===== config.mk =====
export PLATFORM = sky130hd
export DESIGN_NAME = phase_fet_drv
export DESIGN_NICKNAME = d
export VERILOG_FILES = /design/src/rtl/phase_fet_drv.sv
export SDC_FILE = /design/constraint.sdc
export NUM_CORES = 1
export LEC_CHECK = 0
export ABC_CLOCK_PERIOD_IN_PS = 2500
export BUFFER_PORTS_ARGS = -buffer_cell sky130_fd_sc_hd__buf_4
export CELL_PAD_IN_SITES_DETAIL_PLACEMENT = 1
export CELL_PAD_IN_SITES_GLOBAL_PLACEMENT = 2
export CORE_UTILIZATION = 34
export DETAILED_ROUTE_END_ITERATION = 10
export GPL_ROUTABILITY_DRIVEN = 0
export GPL_TIMING_DRIVEN = 0
export PLACE_DENSITY_LB_ADDON = 0.2
export SYNTH_ARGS = -nofsm -noshare
export SYNTH_HDL_FRONTEND = slang
export SYNTH_SLANG_ARGS = --single-unit

===== constraint.sdc =====
create_clock -name clk -period 2.5 [get_ports clk]
set_clock_uncertainty 0.2 [all_clocks]
set_input_delay 0.25 -clock clk [delete_from_list [all_inputs] [get_ports clk]]
set_output_delay 0.25 -clock clk [all_outputs]
set_load 0.005 [all_outputs]

===== src/rtl/phase_fet_drv.sv =====
// ---------------------------------------------------------------------------
// phase_fet_drv
//
// Consumer end of the commutation interface. Converts a PWM duty value and
// three per-phase mode selects into six FET gate drives (high/low side for
// the green, yellow and blue phases).
//
// Internals:
//   - 11-bit free-running PWM counter (2048-clock period) with a duty value
//     that is only latched at the end of a period, so mid-period duty
//     writes never produce a runt or stretched pulse.
//   - A registered PWM_synch strobe, one clock per period, that tells the
//     commutation block when to sample the hall sensors.
//   - Per-phase non-overlap logic. Any change of a phase's gate request
//     forces both of its FETs off for DEAD_TIME+1 clocks before the new
//     request is driven, so a shoot-through path can never be commanded.
//
// Parameters:
//   DEAD_TIME  clocks both FETs of a phase are held off around any
//              gate-request change (legal range 1..63)
//
// Ports:
//   clk        in   system clock (50 MHz)
//   rst_n      in   asynchronous active-low reset
//   duty       in   [10:0] PWM high time in clocks per 2048-clock period
//   selGrn     in   [1:0] green mode: 00 HIGH_Z, 01 rev_curr,
//                         10 frwd_curr, 11 regen brake
//   selYlw     in   [1:0] yellow mode, same encoding
//   selBlu     in   [1:0] blue mode, same encoding
//   highGrn    out  green high-side gate
//   lowGrn     out  green low-side gate
//   highYlw    out  yellow high-side gate
//   lowYlw     out  yellow low-side gate
//   highBlu    out  blue high-side gate
//   lowBlu     out  blue low-side gate
//   PWM_synch  out  one-clock pulse per PWM period (hall-sample strobe)
//
// Every output is driven straight from a flop; there is no combinational
// path from any input to any output.
// ---------------------------------------------------------------------------
module phase_fet_drv #(
  parameter int DEAD_TIME = 32
) (
  input  logic        clk,
  input  logic        rst_n,
  input  logic [10:0] duty,
  input  logic [1:0]  selGrn,
  input  logic [1:0]  selYlw,
  input  logic [1:0]  selBlu,
  output logic        highGrn,
  output logic        lowGrn,
  output logic        highYlw,
  output logic        lowYlw,
  output logic        highBlu,
  output logic        lowBlu,
  output logic        PWM_synch
);

  localparam logic [5:0]  DEAD_MAX = 6'(DEAD_TIME);
  localparam logic [10:0] CNT_LAST = 11'h7FF;
  localparam logic [10:0] CNT_SYNC = 11'h001;

  // Phase mode encodings
  localparam logic [1:0] MODE_HIGHZ = 2'b00;
  localparam logic [1:0] MODE_REV   = 2'b01;
  localparam logic [1:0] MODE_FRWD  = 2'b10;
  localparam logic [1:0] MODE_BRAKE = 2'b11;

  // -------------------------------------------------------------------------
  // PWM generator
  // -------------------------------------------------------------------------
  logic [10:0] cnt_q,      cnt_d;
  logic [10:0] duty_lat_q, duty_lat_d;
  logic        pwm_q,      pwm_d;
  logic        synch_q,    synch_d;

  always_comb begin
    cnt_d      = cnt_q + 11'd1;
    duty_lat_d = duty_lat_q;
    // Latch the new duty only on the last count of a period so the next
    // period starts with a consistent high time.
    if (cnt_q == CNT_LAST) begin
      duty_lat_d = duty;
    end
    // Strict compare: duty 0 never goes high, 0x7FF leaves one low clock.
    pwm_d   = (cnt_q < duty_lat_q);
    synch_d = (cnt_q == CNT_SYNC);
  end

  always_ff @(posedge clk or negedge rst_n) begin
    if (!rst_n) begin
      cnt_q      <= 11'd0;
      duty_lat_q <= 11'd0;
      pwm_q      <= 1'b0;
      synch_q    <= 1'b0;
    end else begin
      cnt_q      <= cnt_d;
      duty_lat_q <= duty_lat_d;
      pwm_q      <= pwm_d;
      synch_q    <= synch_d;
    end
  end

  assign PWM_synch = synch_q;

  // -------------------------------------------------------------------------
  // Per-phase gate request and non-overlap logic
  // -------------------------------------------------------------------------
  // Index 0 = green, 1 = yellow, 2 = blue.
  logic [2:0][1:0] sel_w;
  logic [2:0][1:0] gate_w;

  assign sel_w[0] = selGrn;
  assign sel_w[1] = selYlw;
  assign sel_w[2] = selBlu;

  genvar gi;
  generate
    for (gi = 0; gi < 3; gi++) begin : g_phase
      logic [1:0] req;          // {hi_req, lo_req}
      logic       change;
      logic [1:0] req_prev_q, req_prev_d;
      logic [5:0] dead_q,     dead_d;
      logic [1:0] gate_q,     gate_d;

      // Request decode. Brake shorts the phase to ground through the
      // low-side FET during the PWM on-time only.
      always_comb begin
        req = 2'b00;
        case (sel_w[gi])
          MODE_HIGHZ: req = 2'b00;
          MODE_REV:   req = {~pwm_q, pwm_q};
          MODE_FRWD:  req = {pwm_q, ~pwm_q};
          MODE_BRAKE: req = {1'b0, pwm_q};
          default:    req = 2'b00;
        endcase
      end

      // Any change restarts the dead-time count; the gates only follow the
      // request once it has been stable for a full dead-time window. A
      // request that toggles again before then is simply never driven.
      always_comb begin
        change     = (req != req_prev_q);
        req_prev_d = req;
        if (change) begin
          dead_d = 6'd0;
        end else if (dead_q == DEAD_MAX) begin
          dead_d = dead_q;
        end else begin
          dead_d = dead_q + 6'd1;
        end
        gate_d = ((dead_q == DEAD_MAX) && !change) ? req : 2'b00;
      end

      always_ff @(posedge clk or negedge rst_n) begin
        if (!rst_n) begin
          req_prev_q <= 2'b00;
          dead_q     <= 6'd0;
          gate_q     <= 2'b00;
        end else begin
          req_prev_q <= req_prev_d;
          dead_q     <= dead_d;
          gate_q     <= gate_d;
        end
      end

      assign gate_w[gi] = gate_q;
    end
  endgenerate

  assign {highGrn, lowGrn} = gate_w[0];
  assign {highYlw, lowYlw} = gate_w[1];
  assign {highBlu, lowBlu} = gate_w[2];

endmodule


==> results summary <==
The logic depth of the worst setup path including buffers is 6. The routed layout has 1900 vias. The biggest fanout along the worst timing path came out at 10. The number of enable-type register cells in the synthesized netlist came out at 0. The worst max-slew margin expressed relative to the limit came out at 0.499. dfrtp_1 is the most common cell in the netlist.

Summed over all cells, the static leakage comes to 1.53 nW. Among all stages on the critical path, the largest delay is contributed by dfrtp_1. The average cell area after synthesis came out at 11.1 µm². The slew of the pin with the lowest slew margin came out at 752 ps. The vertical die dimension came out at 92.3 µm. The max-slew violation count came out at 0.

The synthesized netlist net count came out at 287. The total of endpoints with negative setup slack in the final report came out at 0. The power density over the cells is 499 mW/mm².

Summing all multi-input logic gate instances after layout gives 0.00131 mm². At the worst endpoint, the required time is 2500 ps. The largest net degree at the start of global routing came out at 55.

The fraction of layout instances using a drive strength above 1 came out at 0.176. In the post-route analysis, the smallest setup slack over all paths is 412 ps. Counting both buffers and inverters, the worst setup path holds a total of 1. The total area inside the core boundary comes to 0.00781 mm². The critical path ends at duty_lat_q[8]$_DFFE_PN0N_. STA classifies the critical path endpoint as a register. The final setup TNS came out at 0 ps. By startpoint and endpoint, the worst setup path is classified as register to register.

For this run, the number of Yosys warnings is 0. Data on the critical path arrives at its endpoint at 2090 ps. The overall power of the completed layout came out at 1.65 mW. The worst reg2reg path depth is 6.

The number of placed instances, taps included came out at 377. The number of core rows is 32. Across the whole layout, storage elements account for 0.00135 mm². The via count of the first global-routing pass was 1987.

The final worst hold slack is 15.8 ps. The first global-routing pass estimated 9.52 mm of wire. The leftover overflow at the end of global routing is 0. The endpoint identified for the worst register-to-register timing path is duty_lat_q[8]$_DFFE_PN0N_. The count of unique library cells instantiated by Yosys came out at 41. In this run, synthesis produced a sequential element count of 54. The register-to-register setup slack came out at 410 ps.

The floorplan die width is 92.3 µm. Clock tree synthesis inserted a total of 5 buffers. In this run the critical register-to-register path is launched from cnt_q[0]$_DFF_PN0_. Before CTS, the worst setup slack after placement is 400 ps. After synthesis, the share of flip-flops with an asynchronous set or reset is 1.00. After layout, the minimum clock period comes to 2090 ps. The number of hold violations in the final report came to 0. The worst setup path is launched from a register.

0 antenna diodes ended up in the layout. TritonCTS built the clock tree. The largest total area in the synthesized netlist belongs to dfrtp_1.

The clock passes through at most 2 buffers. For this run, the number of standard cells in the final layout without fillers is 397. The starting density of the core came out at 0.355.

The largest stage delay on the critical path came out at 440 ps. The period utilization came out at 0.835. The die covers 0.00851 mm². The number of filler instances in the final layout is 886. The average wire per cell in the routed design came out at 13.5 µm. The number of antenna violations at the first check in global routing was 0. The area added between synthesis and finish is 19.6%. The worst hold path begins at selBlu[1]. The total length of routed wires came out at 5.38 mm.

The critical path goes through ha_1 > nand2_1 > nor3_4 > and4_4 > buf_12 > mux2_4. The total half-perimeter wirelength after legalization and detailed placement came out at 3.84 mm. The max-capacitance violation count is 0.

The detailed router's first-iteration violation count is 35. After synthesis the cells add up to 0.00277 mm². The CTS root buffer is clkbuf_8. The clock edge transition at the registers on the reported setup and hold paths came out at 100 ps.

The maximum operating frequency came out at 479 MHz. In this run the remaining antenna-violating nets after routing total 0. For this run, the detailed router's first-pass iteration total came to 3.

The critical path starts at cnt_q[0]$_DFF_PN0_. Setup repair after global routing left no endpoint under its margin. The boundary pin count came out at 26. Among all flip-flop cells after synthesis, the most frequent one is dfrtp_1. The path class of the tightest hold or removal check is input pin to register. The worst voltage drop across the vdd grid came out at 0.265 mV. Once the clock tree was built, the resizer swapped 0 gates to a different size.

CTS saw 54 sinks. The commonest cells after synthesis are dfrtp_1 (54), inv_1 (23), nor2_1 (21), nand2_1 (19), ha_1 (18). The portion of synthesized cell area occupied by the leading cell type is 0.488. Among cell families on the critical path, the largest total delay comes from simple AND/OR/NAND/NOR gates. The synthesized instance count is 250. The number of port buffers is 25. The via density per instance is 4.79. Yosys attributes the largest share of cell area to dfrtp_1 (49%), ha_1 (8.1%), mux2_4 (5.4%). The final net count is 331. The insertion delay of the later-clocked pin in the worst-skew pair is 300 ps.

The run finished with clean final reports. In this run the number of H-tree levels came out at 2. For this run, design rule violations remaining after detail routing come to 0. For this run, the total global-route usage over all layers was measured as 0.142. Of the synthesized area, sequential elements account for 0.488.
report_power, final:
part           leakage (nW)  switching [mW]  internal, mW
sequential            0.729          0.0215         0.892
combinational         0.748          0.0780        0.0708
clock                0.0579           0.297         0.296
final cells by class:
type	instances	share of cell area
flip-flops and latches	54	0.408
multi-input cells	171	0.395
repair buffers	37	0.0929
well taps	102	0.0385
inverters	23	0.0260
clock buffers	5	0.0208
clock inverters	3	0.0121
plain buffers	2	0.00717
layout by cell type, fill, tap and decap left out, types with 7 or more instances in the layout:
cell type | netlist | final
dfrtp_1 | 54 | 54
buf_4 | 0 | 25
inv_1 | 23 | 23
nor2_1 | 21 | 21
nand2_1 | 19 | 19
ha_1 | 18 | 18
xor2_1 | 16 | 16
nand3_1 | 12 | 12
dlygate4sd3_1 | 0 | 12
xnor2_1 | 10 | 10
mux2_4 | 10 | 10
nor2b_1 | 7 | 7
cells by family after synthesis:
kind of cell | after synthesis | share of synthesized area
buf+inv | 25 | 0.0397
simple gates | 89 | 0.177
fa+ha+maj | 18 | 0.0813
flops | 54 | 0.488
mux | 13 | 0.0659
xor+xnor | 26 | 0.0822
compound gates | 25 | 0.0659
flip-flops by register name, indices dropped and copies added (netlist names):
signal              cells
g_phase.gate_q          6
g_phase.req_prev_q      6
pwm_q                   1
duty_lat_q             11
g_phase.dead_q         18
PWM_synch               1
cnt_q                  11
layer usage:
layer / up-vias / track usage / routed length (µm)
met1: 933 / 0.190 / 2620
met4: 0 / 0.0391 / 60
met5: - / 0 / 0
li1: 935 / - / -
met3: 6 / 0.0282 / 138
met2: 26 / 0.235 / 2560
worst min-delay path by stage:
stage                                                    end  slack [ps]  cells past startpoint
after floorplan                          PWM_synch$_DFF_PN0_        -250                      0
after global placement      g_phase[1].dead_q[5]$_DFFE_PN0P_         150                      1
after detailed placement    g_phase[1].dead_q[5]$_DFFE_PN0P_         150                      1
after CTS                 g_phase[1].req_prev_q[1]$_DFF_PN0_          10                      2
after global routing      g_phase[2].req_prev_q[1]$_DFF_PN0_          20                      2
final                     g_phase[2].req_prev_q[1]$_DFF_PN0_          20                      2
metrics by stage:
stage / utilization / instance area [µm²]
CTS: 0.425 / 3310
detailed placement: 0.395 / 3090
global route: 0.425 / 3310
finish: 0.425 / 3310
floorplan: - / 2770
global placement: 0.395 / 3090
repair_timing:
action	in CTS	in global routing
hold endpoints to repair	65	0
endpoints found under the setup margin	0	0
setup buffers	0	0
hold buffers	12	0
Note: power is estimated with default switching activity, not from simulation.
